[config.mk]
export PLATFORM = sky130hd
export DESIGN_NAME = serv_bufreg_wide
export DESIGN_NICKNAME = d
export VERILOG_FILES = /design/src/rtl/serv_bufreg_wide.sv
export SDC_FILE = /design/constraint.sdc
export NUM_CORES = 1
export LEC_CHECK = 0
export BUFFER_PORTS_ARGS = -buffer_cell sky130_fd_sc_hd__buf_2
export CELL_PAD_IN_SITES_DETAIL_PLACEMENT = 0
export CELL_PAD_IN_SITES_GLOBAL_PLACEMENT = 1
export CORE_ASPECT_RATIO = 0.75
export CORE_MARGIN = 2
export CORE_UTILIZATION = 42
export CTS_BUF_LIST = sky130_fd_sc_hd__clkbuf_8
export DETAILED_ROUTE_END_ITERATION = 10
export MAX_ROUTING_LAYER = met4
export PLACE_DENSITY = 0.94
export REMOVE_ABC_BUFFERS = 1
export SLEW_MARGIN = 20
export SYNTH_ARGS = -nofsm -noshare
export SYNTH_HDL_FRONTEND = slang
export SYNTH_SLANG_ARGS = --single-unit
[constraint.sdc]
create_clock -name i_clk -period 2.21 [get_ports i_clk]
set_clock_uncertainty 0.15 [all_clocks]
set_input_delay 0.221 -clock i_clk [delete_from_list [all_inputs] [get_ports i_clk]]
set_output_delay 0.221 -clock i_clk [all_outputs]
set_load 0.03 [all_outputs]
[src/rtl/serv_bufreg_wide.sv]
// Serial address/operand buffer: adds rs1+imm W bits per beat into a 32-bit shift register, or shifts it right.
// State updates one cycle after each enabled beat; o_q/o_last are combinational; i_en low stalls everything.
module serv_bufreg_wide #(
    parameter int W   = 1,
    parameter int MDU = 0
) (
    input  logic         i_clk,
    input  logic         i_rst_n,
    input  logic         i_en,
    input  logic         i_init,
    input  logic         i_cnt0,
    input  logic         i_mdu_op,
    input  logic         i_rs1_en,
    input  logic         i_imm_en,
    input  logic         i_clr_lsb,
    input  logic         i_sh_signed,
    input  logic [W-1:0] i_rs1,
    input  logic [W-1:0] i_imm,
    output logic [W-1:0] o_q,
    output logic [1:0]   o_lsb,
    output logic         o_last,
    output logic [31:0]  o_dbus_adr,
    output logic [31:0]  o_ext_rs1
);

    localparam int N  = 32 / W;
    localparam int CW = $clog2(N);

    logic [31:0]   data;
    logic          c_r;
    logic [1:0]    lsb;
    logic [CW-1:0] cnt_r;
    logic [CW-1:0] cnt_eff;
    logic [W-1:0]  rs1_g;
    logic [W-1:0]  imm_g;
    logic [W-1:0]  m;
    logic [W:0]    sum;
    logic [W-1:0]  q;
    logic          c;

    // Clearing bit 0 of the immediate only on the first beat drops address bit 0 (JALR target).
    assign m     = {{(W-1){1'b0}}, i_cnt0 & i_clr_lsb};
    assign rs1_g = i_rs1 & {W{i_rs1_en}};
    assign imm_g = i_imm & {W{i_imm_en}} & ~m;
    assign sum   = {1'b0, rs1_g} + {1'b0, imm_g} + {{W{1'b0}}, c_r};
    assign q     = sum[W-1:0];
    assign c     = sum[W];

    // The first beat of a word always counts as beat 0, so a stray counter resyncs on i_cnt0.
    assign cnt_eff = i_cnt0 ? '0 : cnt_r;

    always_ff @(posedge i_clk or negedge i_rst_n) begin
        if (!i_rst_n) begin
            data  <= '0;
            c_r   <= 1'b0;
            cnt_r <= '0;
        end else begin
            c_r <= c & i_en;
            if (i_en) begin
                cnt_r <= cnt_eff + 1'b1;
                if (i_init)
                    data <= {q, data[31:W]};
                else
                    data <= {{W{data[31] & i_sh_signed}}, data[31:W]};
            end
        end
    end

    generate
        if (W >= 2) begin : g_lsb_wide
            always_ff @(posedge i_clk or negedge i_rst_n) begin
                if (!i_rst_n)
                    lsb <= 2'b00;
                else if (i_en & i_init & i_cnt0)
                    lsb <= q[1:0];
            end
        end else begin : g_lsb_serial
            logic lsb1_pend;
            always_ff @(posedge i_clk or negedge i_rst_n) begin
                if (!i_rst_n) begin
                    lsb       <= 2'b00;
                    lsb1_pend <= 1'b0;
                end else if (i_en & i_init) begin
                    if (i_cnt0) begin
                        lsb[0]    <= q[0];
                        lsb1_pend <= 1'b1;
                    end else if (lsb1_pend) begin
                        lsb[1]    <= q[0];
                        lsb1_pend <= 1'b0;
                    end
                end
            end
        end
    endgenerate

    assign o_q        = data[W-1:0] & {W{i_en}};
    assign o_lsb      = ((MDU == 1) & i_mdu_op) ? 2'b00 : lsb;
    assign o_last     = i_en & ~i_cnt0 & (cnt_r == CW'(N - 1));
    assign o_dbus_adr = {data[31:2], 2'b00};
    assign o_ext_rs1  = data;

endmodule

Yosys cells after proc, flatten, opt, wreduce, memory -nomap -nowiden --
Cells that the tools add are included.
Operators by class: reductions and logical operators 2, equality and inequality tests 1, bitwise logic cells 12, add/subtract/negate cells 3, multiplexer cells 3
Operators with widths (count):
- 2-to-1 mux 32 bit | 1
- bitwise AND 1 bit | 10
- adder 5 x 1 -> 5 bit (second input constant) | 1
- equality test 5 bit (second input constant) | 1
- 2-to-1 mux 5 bit | 1
- AND reduction 3 bit | 1
- adder 1 x 1 -> 2 bit | 1
- adder 2 x 1 -> 2 bit | 1
- inverter 1 bit | 2
- AND reduction 2 bit | 1
- 2-to-1 mux 1 bit | 1
Word-level totals: flip-flop bits (word level) 41, output and inout bits 68, logic and storage cells 27

Logic depth before layout (Yosys ltp) --
depth in word-level cells 6, gate-level depth with buffers 6

Least setup slack after synthesis --
No wires, ideal clock.
kind input to output, start in i_en, end out o_last, data required time 1839 ps, cell stages on the path 3, arrival time 1170 ps, path slack 669 ps, path buffers 1, path through buf_4 -> and4_1 -> nor4b_2
Between the ends: cells in the longest elaborated chain, start to end 2
Ends and longest elaborated chain:
- start, declared | line 9 | input logic i_en,
- bitwise AND 1 bit (2 in series) | line 98 | assign o_last = i_en & ~i_cnt0 & (cnt_r == CW'(N - 1));
- end, declared | line 21 | output logic o_last,
Every way passes these cells.

Worst setup path after layout --
start reg cnt_r[2], end out o_last
Between the ends: cells in the longest elaborated chain, start to end 2
Ends and longest elaborated chain:
- start, declared | line 32 | logic [CW-1:0] cnt_r;
- start signal, assigned | line 60 | cnt_r <= cnt_eff + 1'b1;
- equality test 5 bit | line 98
- bitwise AND 1 bit | line 98
Every way passes these cells.

==> summary.md <==
| Metric | Value |
|---|---|
| Outcome | complete, no violations |
| Area delta synth->final | 16.1% |
| CP Data Arrival Time | 1.34 ns |
| Final Setup Violations | 0 |
| Core ar. | 4570 um2 |
| Die Ht | 64.4 um |
| Largest net degree at the start of global routing | 32 |
| Ys Warns | 0 |
| Row cnt | 21 |
| Num CTS Buffers | 5 |
| Layout cell share with drive strength beyond 1 | 59.9% |
| DPL Wire Length | 2370 um |
| CP Capture Type | output port |
| Max_cap viols | 0 |
| Final min period | 1.71 ns |
| Layout Nets | 215 |
| Clock root buffer master | clkbuf_8 |
| Post-synthesis cell area | 2040 um2 |
| Total gr overflow | 0 |
| Port Buf Inserts | 76 |
| Htree depth | 2 |
| Drt initial violations | 16 |
| Cells after synthesis | 151 |
| PD cells | 1490 nW/um2 |
| Mean Syn Cell Area | 13.5 um2 |
| Area after DPL | 2220 um2 |
| Cell variety after synth | 25 |
| Seq/Total Area, Yosys | 50.3% |
| Routed via count | 1,187 |
| Clk_lat worst skew | 0.28 ns |
| RSZ-0062 raised after global routing | no |
| Fin cells | 259 |
| CTS sink count | 41 |
| CTS max path bufs | 2 |
| Yosys top cell area share | 50.3% |
| Placed cells | 250 |
| Number of global-route vias before repair | 1,125 |
| Synth top area cells | dfrtp_1 50%, mux2_4 21%, buf_4 13%, mux2_2 2.2%, buf_6 1.7% |
| Final Cycle Share | 77.4% |
| Critical path class | flop to output port |
| Hold Path Class | input port to flop |
| I/O pin count | 80 |
| Final hold viol count | 0 |
| Setup TNS | 0 ns |
| Post-CTS setup repair buffer count | 0 |
| Fmax | 585 MHz |
| Worst EP required | 1.84 ns |
| Leak | 1.36 nW |
| Max VDD drop | 0.846 mV |
| Slowest cell on crit path | dfrtp_1 |
| Critical path startpoint category | flop |
| Die W | 84.5 um |
| Pwr Total | 3.53 mW |
| Fin area | 2370 um2 |
| Die ar. | 5440 um2 |
| DRC errors left | 0 |
| TritonCTS clock tree | built |
| WL final | 3240 um |
| Wire per inst | 12.5 um |
| Final Max Tran Viols | 0 |
| Gr usage total | 12.9% |
| Clk pin slew, worst setup/hold paths | 0.08 ns |
| Initial Util | 44.6% |
| Max stage delay on crit path | 0.42 ns |
| Post-CTS Resized | 0 |
| Initial antenna violation count | 0 |
| #FFs+latches synth | 41 |
| Antenna diodes | 0 |
| CP cell instances | and4_1 > nor4b_2 > buf_2 |
| Final hold slack | 0.0915 ns |
| First-pass GRT wire length | 5440 um |
| CP Max Fanout | 5 |
| Post-route ant nets | 0 |
| Yosys top cell by area | dfrtp_1 |
| GP Congestion | 0.734 |
| Via density | 4.58 |
| Total iterations of the first detailed-routing run | 4 |
area by class of cell:
cell class	count	area (um2)
Fill cell	409	2200
Sequential cell	41	1030
Multi-Input combinational cell	69	709
Timing Repair Buffer	80	413
Tap cell	57	71.3
Clock buffer	5	68.8
Clock inverter	3	65.1
Inverter	4	15.0
repair_timing:
action,4_1_cts,5_1_grt
endpoints found under the setup margin,0,0
hold buffers,1,0
hold endpoints to repair,19,0
cell families after synthesis:
family	synth area share, %
multiplexers	24.3
AO/OA/AOI/OAI	2.51
adder cells (fa/ha/maj)	1.59
flip-flops	50.3
AND/OR/NAND/NOR	6.01
other	0.184
buffers and inverters	15.1
flip-flops by register name, indices dropped and copies added, names as in the netlist:
name and cells:
cnt_r 5, g_lsb_serial.lsb1_pend 1, o_lsb 2, c_r 1
o_ext_rs1 32
worst max-delay path, delay by kind of cell, from the launching register on:
family,cells,cell delay (ns)
buf+inv,1,0.23
flops,1,0.42
simple gates,2,0.41
power by group:
part / switching [mW] / internal, mW / total, mW / leakage (nW)
clock: 0.251 / 0.449 / 0.700 / 0.0681
sequential: 0.209 / 0.975 / 1.18 / 0.542
combinational: 1.08 / 0.571 / 1.65 / 0.748
per-stage QoR:
step                worst slack, ns  utilization, %
finish                        0.500            51.8
CTS                           0.485            51.8
global route                  0.379            51.8
floorplan                     0.675               -
global placement              0.741            48.7
detailed placement            0.721            48.7
cells in the mapped netlist:
cell type	count
dfrtp_1	41
and4_1	1
buf_4	34
o2bb2ai_1	1
o22ai_1	2
o21ai_0	1
fa_1	1
nor2b_1	4
mux2_2	4
mux2_4	28
a21oi_1	3
nor2_1	1
nand2_1	8
nand3_1	3
nor4b_2	1
conb_1	1
buf_2	1
nand4b_1	1
mux2i_1	3
nand3_2	1
o21ai_1	2
inv_1	4
and2_1	1
ha_1	1
buf_6	3
cell usage in the layout, fill, tap and decap left out, drive strengths merged:
master	netlist	routed
nand3	4	4
o2bb2ai	1	1
and2	1	1
buf	38	79
o22ai	2	2
fa	1	1
and4	1	1
o21ai	3	3
conb	1	2
nor4b	1	1
dlygate4sd3	0	1
ha	1	1
clkbuf	0	5
nor2	1	1
inv	4	4
dfrtp	41	41
nand4b	1	1
mux2i	3	3
bufinv	0	2
mux2	32	32
clkinv	0	1
a21oi	3	3
nand2	8	8
nor2b	4	4
routing by layer:
metal / up-vias / share of wire [%] / routed length, um / global-route usage [%]
li1: 574 / - / - / -
met1: 568 / 50 / 1610 / 18.1
met2: 45 / 44 / 1430 / 18.7
met3: 0 / 6.2 / 200 / 3.88
met4: 0 / 0 / 0 / 2.98
met5: - / 0 / 0 / -
path summary, 6_finish.rpt:
| kind | from | to | slack (ns) | cells after the start |
|---|---|---|---|---|
| hold reg to reg | g_lsb_serial.lsb1_pend | g_lsb_serial.lsb1_pend | 0.34 | 2 |
| max in group asynchronous | i_rst_n | o_ext_rs1[18] | 1.02 | 3 |
| setup reg to reg | cnt_r[0] | cnt_r[4] | 0.72 | 5 |
| setup / recovery | cnt_r[2] | o_last | 0.50 | 3 |
| hold / removal | i_init | g_lsb_serial.lsb1_pend | 0.09 | 3 |
| min in group asynchronous | i_rst_n | cnt_r[0] | 0.25 | 2 |
Note: power is estimated with default switching activity, not from simulation.
